`src/rtl/adc_proc_pkg.sv`:
```
// Shared definitions for the per-channel ADC post-processing stage:
// mode encodings and a width-parametrised signed saturation helper.
package adc_proc_pkg;

  typedef enum logic [1:0] {
    MODE_RAW  = 2'b00,
    MODE_MAN  = 2'b01,
    MODE_AUTO = 2'b10,
    MODE_RAMP = 2'b11
  } adc_mode_e;

  localparam int unsigned SAT_MAX_W = 32;

  // Clamp x into the signed range of a w-bit number (w <= SAT_MAX_W).
  function automatic logic signed [SAT_MAX_W-1:0] sat_signed(
    input logic signed [SAT_MAX_W:0] x,
    input int unsigned                w
  );
    logic signed [SAT_MAX_W:0] hi;
    logic signed [SAT_MAX_W:0] lo;
    hi = ((SAT_MAX_W+1)'(1) <<< (w - 1)) - (SAT_MAX_W+1)'(1);
    lo = -((SAT_MAX_W+1)'(1) <<< (w - 1));
    if (x > hi) return hi[SAT_MAX_W-1:0];
    if (x < lo) return lo[SAT_MAX_W-1:0];
    return x[SAT_MAX_W-1:0];
  endfunction

endpackage

```
`src/rtl/adc_dc_est.sv`:
```
// Single-channel DC estimator: accumulates samples over a window and
// latches the floor-average when the shared window counter closes it.
module adc_dc_est #(
  parameter int DATA_W   = 16,
  parameter int AVG_LOG2 = 10
) (
  input  logic                     clk,
  input  logic                     srst,
  input  logic                     en_i,
  input  logic                     last_i,
  input  logic signed [DATA_W-1:0] sample_i,
  output logic signed [DATA_W-1:0] est_o
);

  localparam int ACC_W = DATA_W + AVG_LOG2;

  logic signed [ACC_W-1:0]  acc_q;
  logic signed [ACC_W-1:0]  acc_d;
  logic signed [ACC_W-1:0]  sum;
  logic signed [DATA_W-1:0] est_q;
  logic signed [DATA_W-1:0] est_d;

  // The accumulator is wide enough that a full window of extreme samples cannot wrap.
  always_comb begin
    sum   = acc_q + ACC_W'(sample_i);
    acc_d = acc_q;
    est_d = est_q;
    if (en_i) begin
      if (last_i) begin
        acc_d = '0;
        est_d = DATA_W'(sum >>> AVG_LOG2);
      end else begin
        acc_d = sum;
      end
    end
  end

  always_ff @(posedge clk) begin
    if (srst) begin
      acc_q <= '0;
      est_q <= '0;
    end else begin
      acc_q <= acc_d;
      est_q <= est_d;
    end
  end

  assign est_o = est_q;

endmodule

```
`src/rtl/adc_dcoff_chan_proc.sv`:
```
// Per-channel ADC post-processing: raw / manual offset / auto DC removal / ramp,
// two-stage pipeline with saturation, sticky overflow flags and estimate readback.
module adc_dcoff_chan_proc
  import adc_proc_pkg::*;
#(
  parameter int NUM_CH   = 4,
  parameter int DATA_W   = 16,
  parameter int AVG_LOG2 = 10,
  localparam int RD_W    = (NUM_CH > 1) ? $clog2(NUM_CH) : 1
) (
  input  logic                     sys_clk,
  input  logic                     sys_rst,
  input  logic                     adc_valid,
  input  logic [NUM_CH*DATA_W-1:0] adc_data,
  input  logic [2*NUM_CH-1:0]      mif_adc_mode,
  input  logic [NUM_CH*DATA_W-1:0] mif_dcoff,
  input  logic                     mif_dcoff_freeze,
  input  logic                     mif_sat_clr,
  input  logic [RD_W-1:0]          mif_rd_ch,
  output logic [NUM_CH*DATA_W-1:0] adc_data_out,
  output logic                     adc_valid_out,
  output logic [DATA_W-1:0]        dcoff_rd_data,
  output logic                     dcoff_est_valid,
  output logic [NUM_CH-1:0]        sat_flag
);

  logic [AVG_LOG2-1:0]      win_cnt_q;
  logic                     est_en;
  logic                     win_last;
  logic                     est_valid_q;
  logic                     s1_valid_q;
  logic                     valid_out_q;
  logic [DATA_W-1:0]        rd_data_q;
  logic signed [DATA_W-1:0] est_w [NUM_CH];

  assign est_en   = adc_valid & ~mif_dcoff_freeze;
  assign win_last = &win_cnt_q;

  always_ff @(posedge sys_clk) begin
    if (sys_rst) begin
      win_cnt_q   <= '0;
      est_valid_q <= 1'b0;
      s1_valid_q  <= 1'b0;
      valid_out_q <= 1'b0;
      rd_data_q   <= '0;
    end else begin
      s1_valid_q  <= adc_valid;
      valid_out_q <= s1_valid_q;
      if (est_en) begin
        win_cnt_q <= win_cnt_q + AVG_LOG2'(1);
        if (win_last) est_valid_q <= 1'b1;
      end
      rd_data_q <= (int'(mif_rd_ch) < NUM_CH) ? est_w[mif_rd_ch] : '0;
    end
  end

  for (genvar gi = 0; gi < NUM_CH; gi++) begin : g_ch
    logic signed [DATA_W-1:0] sample;
    logic signed [DATA_W-1:0] off;
    adc_mode_e                mode;
    logic [DATA_W-1:0]        ramp_q;
    logic [DATA_W-1:0]        s1_raw_q;
    logic [DATA_W-1:0]        s1_ramp_q;
    logic signed [DATA_W:0]   s1_diff_q;
    adc_mode_e                s1_mode_q;
    logic signed [DATA_W-1:0] sat_val;
    logic                     ovf;
    logic [DATA_W-1:0]        out_q;
    logic [DATA_W-1:0]        out_d;
    logic                     sat_q;
    logic                     sat_d;

    assign sample = adc_data[gi*DATA_W +: DATA_W];
    assign mode   = adc_mode_e'(mif_adc_mode[2*gi +: 2]);

    // Auto mode subtracts nothing until the first window has produced an estimate.
    always_comb begin
      off = '0;
      if (mode == MODE_MAN)                      off = mif_dcoff[gi*DATA_W +: DATA_W];
      else if (mode == MODE_AUTO && est_valid_q) off = est_w[gi];
    end

    adc_dc_est #(
      .DATA_W  (DATA_W),
      .AVG_LOG2(AVG_LOG2)
    ) u_est (
      .clk     (sys_clk),
      .srst    (sys_rst),
      .en_i    (est_en),
      .last_i  (win_last),
      .sample_i(sample),
      .est_o   (est_w[gi])
    );

    always_ff @(posedge sys_clk) begin
      if (sys_rst) begin
        ramp_q    <= '0;
        s1_raw_q  <= '0;
        s1_ramp_q <= '0;
        s1_diff_q <= '0;
        s1_mode_q <= MODE_RAW;
      end else if (adc_valid) begin
        ramp_q    <= ramp_q + DATA_W'(1);
        s1_raw_q  <= sample;
        s1_ramp_q <= ramp_q;
        s1_diff_q <= (DATA_W+1)'(sample) - (DATA_W+1)'(off);
        s1_mode_q <= mode;
      end
    end

    // A set from a new overflow overrides a coincident clear.
    always_comb begin
      sat_val = DATA_W'(sat_signed((SAT_MAX_W+1)'(s1_diff_q), DATA_W));
      ovf     = (s1_diff_q != (DATA_W+1)'(sat_val));
      out_d   = out_q;
      sat_d   = sat_q & ~mif_sat_clr;
      if (s1_valid_q) begin
        case (s1_mode_q)
          MODE_RAW:  out_d = s1_raw_q;
          MODE_MAN,
          MODE_AUTO: begin
            out_d = sat_val;
            if (ovf) sat_d = 1'b1;
          end
          MODE_RAMP: out_d = s1_ramp_q;
          default:   out_d = s1_raw_q;
        endcase
      end
    end

    always_ff @(posedge sys_clk) begin
      if (sys_rst) begin
        out_q <= '0;
        sat_q <= 1'b0;
      end else begin
        out_q <= out_d;
        sat_q <= sat_d;
      end
    end

    assign adc_data_out[gi*DATA_W +: DATA_W] = out_q;
    assign sat_flag[gi]                      = sat_q;
  end

  assign adc_valid_out   = valid_out_q;
  assign dcoff_est_valid = est_valid_q;
  assign dcoff_rd_data   = rd_data_q;

endmodule

```
`config.mk`:
```
export PLATFORM = sky130hd
export DESIGN_NAME = adc_dcoff_chan_proc
export DESIGN_NICKNAME = d
export VERILOG_FILES = /design/src/rtl/adc_proc_pkg.sv /design/src/rtl/adc_dc_est.sv /design/src/rtl/adc_dcoff_chan_proc.sv
export SDC_FILE = /design/constraint.sdc
export NUM_CORES = 1
export LEC_CHECK = 0
export ABC_AREA = 1
export BUFFER_PORTS_ARGS = -buffer_cell sky130_fd_sc_hd__buf_2
export CAP_MARGIN = 20
export CORE_UTILIZATION = 45
export CTS_BUF_LIST = sky130_fd_sc_hd__clkbuf_4
export DETAILED_ROUTE_END_ITERATION = 16
export PLACE_DENSITY = 0.64
export SKIP_CTS_REPAIR_TIMING = 1
export SYNTH_ARGS = -nofsm -noshare
export SYNTH_HDL_FRONTEND = slang
export SYNTH_SLANG_ARGS = --single-unit
```
`constraint.sdc`:
```
create_clock -name sys_clk -period 3 [get_ports sys_clk]
set_input_delay 0.45 -clock sys_clk [delete_from_list [all_inputs] [get_ports sys_clk]]
set_output_delay 0.45 -clock sys_clk [all_outputs]
set_load 0.02 [all_outputs]
```
==> flow_summary.ini <==
[timing]
fin_setup_tns_ns = 0
worst_slew_pin_slew_ns = 1.07
setup_viol = 0
rsz0062_at_grt = false
max_slew_margin_pct = 28.0
max_freq_mhz = 385
slew_viol_final = 0
whs_ns = 0.0627
period_share_pct = 86.6
fin_crit_ns = 2.60
finClkSkew_ns = 0.104
finalHoldViolations = 0

[global_route]
grt_usage_pct = 29.9
grt.met1_usage_pct = 46.3
first_global_vias = 30300
antenna_found_initial = 9
grt_pass1_wl_microns = 173000
busiest_layer = met1
grt_overflow = 0
grt_max_degree = 147
use_met2_pct = 40.8
grt_util_met3_pct = 4.91

[cts]
cts_tree = done
numClockSinks = 533
clk_latency_ns = 1.03
htree_levels = 4
clk_pin_slew_worst_paths_ns = 0.07
cts_made_buffers = 158
cts.path.max_buffers = 3
cts_root_buf = clkbuf_4

[finish]
layout.nets = 5873
stdcell_count = 6614
area_growth_pct = 14.2
drive_gt1_share_pct = 9.36

[yosys]
yosysWarnings = 0
avgSynthCellArea_sq_um = 6.25
synth-main-ff-cell = dfxtp_1
syn_area_sq_um = 32800
synth_enable_flop_cells = 0
synth_top_cells_by_area = dfxtp_1 32%, nand2_1 14%, a21oi_1 11%, inv_1 10%, o21ai_0 8.0%
synth_fp_nets = 5585
synth_top_cell_area_share_pct = 32.5
syn_inst = 5257
synth_cell_types = 42
ys_seq_area_share_pct = 32.5
synth_top_area_cell = dfxtp_1
synthArstFlopShare_pct = 0
ys_seq_elements = 533

[floorplan]
rows = 98
die_height_microns = 272
core_sq_um = 71900
initial_utilization_pct = 45.7
die_w_microns = 272
die_area_sq_um = 74100
ios = 229

[power_and_ir_drop]
ir_drop_uv = 402
leakagePower_nw = 18.6
total_power_mw = 18.6
power.density_nw_per_um2 = 496

[place]
gp_congestion = 0.988
dp.cells = 6262
dp_hpwl_microns = 83900
portBuffers = 228

[run_status]
status = completed

[setup_path]
path_class = flip-flop to flip-flop
cp.depth = 15
critPathLaunchType = flip-flop
cp-startpoint = dcoff_est_valid
cp.arrival_ns = 3.46
worst_path_dominant_cell_family = compound AO/OA/AOI/OAI gates
crit_chain = buf_4 -> nand2_1 -> buf_4 -> o21ai_0 -> inv_1 -> ha_1 -> inv_1 -> o21ai_0 -> a21oi_1 -> nand2_1 -> nand3_1 -> nand3_1 -> nand2_1 -> o21ai_0 -> inv_1
crit_buf_inv = 5
endpoint_kind = flip-flop
cpMaxStageDelayCell = ha_1
cp_max_fo = 7
rr_startpoint = dcoff_est_valid
max_stage_delay_ns = 0.34
crit_required_ns = 3.86
rr_worst_depth = 15

[worst_hold_path]
hold_path.class = input port to flip-flop
hp-start = mif_dcoff[0]
hold_path_depth = 5

[drt]
drt-total-wl_microns = 114000
drt_pass1_iterations = 6
postRouteAntennaNets = 0
drtIter0Drc = 3068
drc = 0
viasPerCell = 5.17
wl_per_cell_microns = 17.2
dr_total_vias = 34200

[flow_run]
drv_cap = 0
[per-layer routing]
metal / vias up / routed length, microns
met4: 4 / 3220
met5: - / 27
li1: 17500 / -
met1: 15300 / 56900
met3: 198 / 8700
met2: 1168 / 44700
[state kept, by name, indices dropped and copies added, names as in the netlist, 10 cells and up]
register and cells:
win_cnt_q 10, g_ch.s1_ramp_q 64, g_ch.out_q 64, g_ch.ramp_q 64, dcoff_rd_data 16, g_ch.s1_diff_q 68
g_ch.u_est.est_o 64, g_ch.s1_raw_q 64, g_ch.u_est.acc_q 104
[placed cells by master (no fill, tap or decap), types with 9 or more instances in the layout]
cell type,instances
nand2_1,1228
inv_1,872
a21oi_1,704
dfxtp_1,532
o21ai_0,526
nor2_1,463
nand3_1,281
buf_2,226
clkbuf_4,215
ha_1,177
dlygate4sd3_1,73
nand4_1,59
xor2_1,46
clkinv_1,44
buf_4,32
nor3_1,22
xnor2_1,16
a21o_1,15
o21bai_1,13
or2_2,10
and2_1,9
[synth_stat cells (5+ instances only)]
| master | instances |
|---|---|
| a21oi_1 | 704 |
| fa_1 | 8 |
| nor3_1 | 22 |
| a31oi_1 | 5 |
| o21ai_1 | 5 |
| xnor2_1 | 16 |
| nand4_1 | 59 |
| nand2_1 | 1229 |
| xor2_1 | 46 |
| dfxtp_1 | 533 |
| inv_1 | 874 |
| inv_2 | 5 |
| ha_1 | 177 |
| buf_1 | 13 |
| o21bai_1 | 13 |
| or2_2 | 10 |
| o21ai_0 | 526 |
| and2_1 | 9 |
| clkbuf_1 | 183 |
| nand3_1 | 281 |
| a21o_1 | 15 |
| nand3b_1 | 7 |
| nor2_1 | 464 |
| buf_2 | 13 |
[final timing paths]
kind	slack, ns	endpoint
worst min-delay path	0.06	g_ch[0].s1_diff_q[0]
worst min register to register	0.45	win_cnt_q[9]
worst max-delay path	0.40	g_ch[1].s1_diff_q[16]
worst max register to register	0.40	g_ch[1].s1_diff_q[16]
[kinds of logic after synthesis]
kind of cell | count (synthesis) | synth area share (%)
and+or+nand+nor | 2093 | 26.0
AOI/OAI and AO/OA | 1288 | 20.0
buffers and inverters | 1096 | 12.6
DFF | 533 | 32.5
adders and majority gates | 185 | 7.23
xor gates and xnor gates | 62 | 1.65
[through the flow]
| step | setup slack (ns) | util [%] | cell area (sq um) |
|---|---|---|---|
| after floorplan | 0.334 | - | 32800 |
| after global placement | 0.255 | 48.4 | 34800 |
| after detailed placement | 0.244 | 48.4 | 34800 |
| after CTS | 0.476 | 51.2 | 36800 |
| after global routing | 0.144 | 52.2 | 37500 |
| final | 0.401 | 52.2 | 37500 |
[layout make-up]
cell class,instances,area [sq um]
inverters,883,3330
flip-flops and latches,533,10700
diodes,4,10.0
clock inverters,60,383
fillers,7669,34300
multi-input cells,3628,18000
repair buffers,341,2290
clock buffers,215,1610
well taps,950,1190
[report_power, final]
part	leakage (nW)	total (mW)	internal (mW)	switching [mW]
registers	4.37	7.65	7.45	0.200
clock network	1.17	7.13	3.69	3.44
logic	13.1	3.83	1.23	2.60
total	18.6	18.6	12.4	6.24
[worst register-to-register path, cell delays in order (launching register included)]
cell	delay, ns
dfxtp_1	0.33
buf_4	0.21
nand2_1	0.11
buf_4	0.17
o21ai_0	0.22
inv_1	0.08
ha_1	0.34
inv_1	0.07
o21ai_0	0.26
a21oi_1	0.10
nand2_1	0.15
nand3_1	0.12
nand3_1	0.09
nand2_1	0.05
o21ai_0	0.16
inv_1	0.05
No activity file was read; power rests on OpenSTA's default activity.
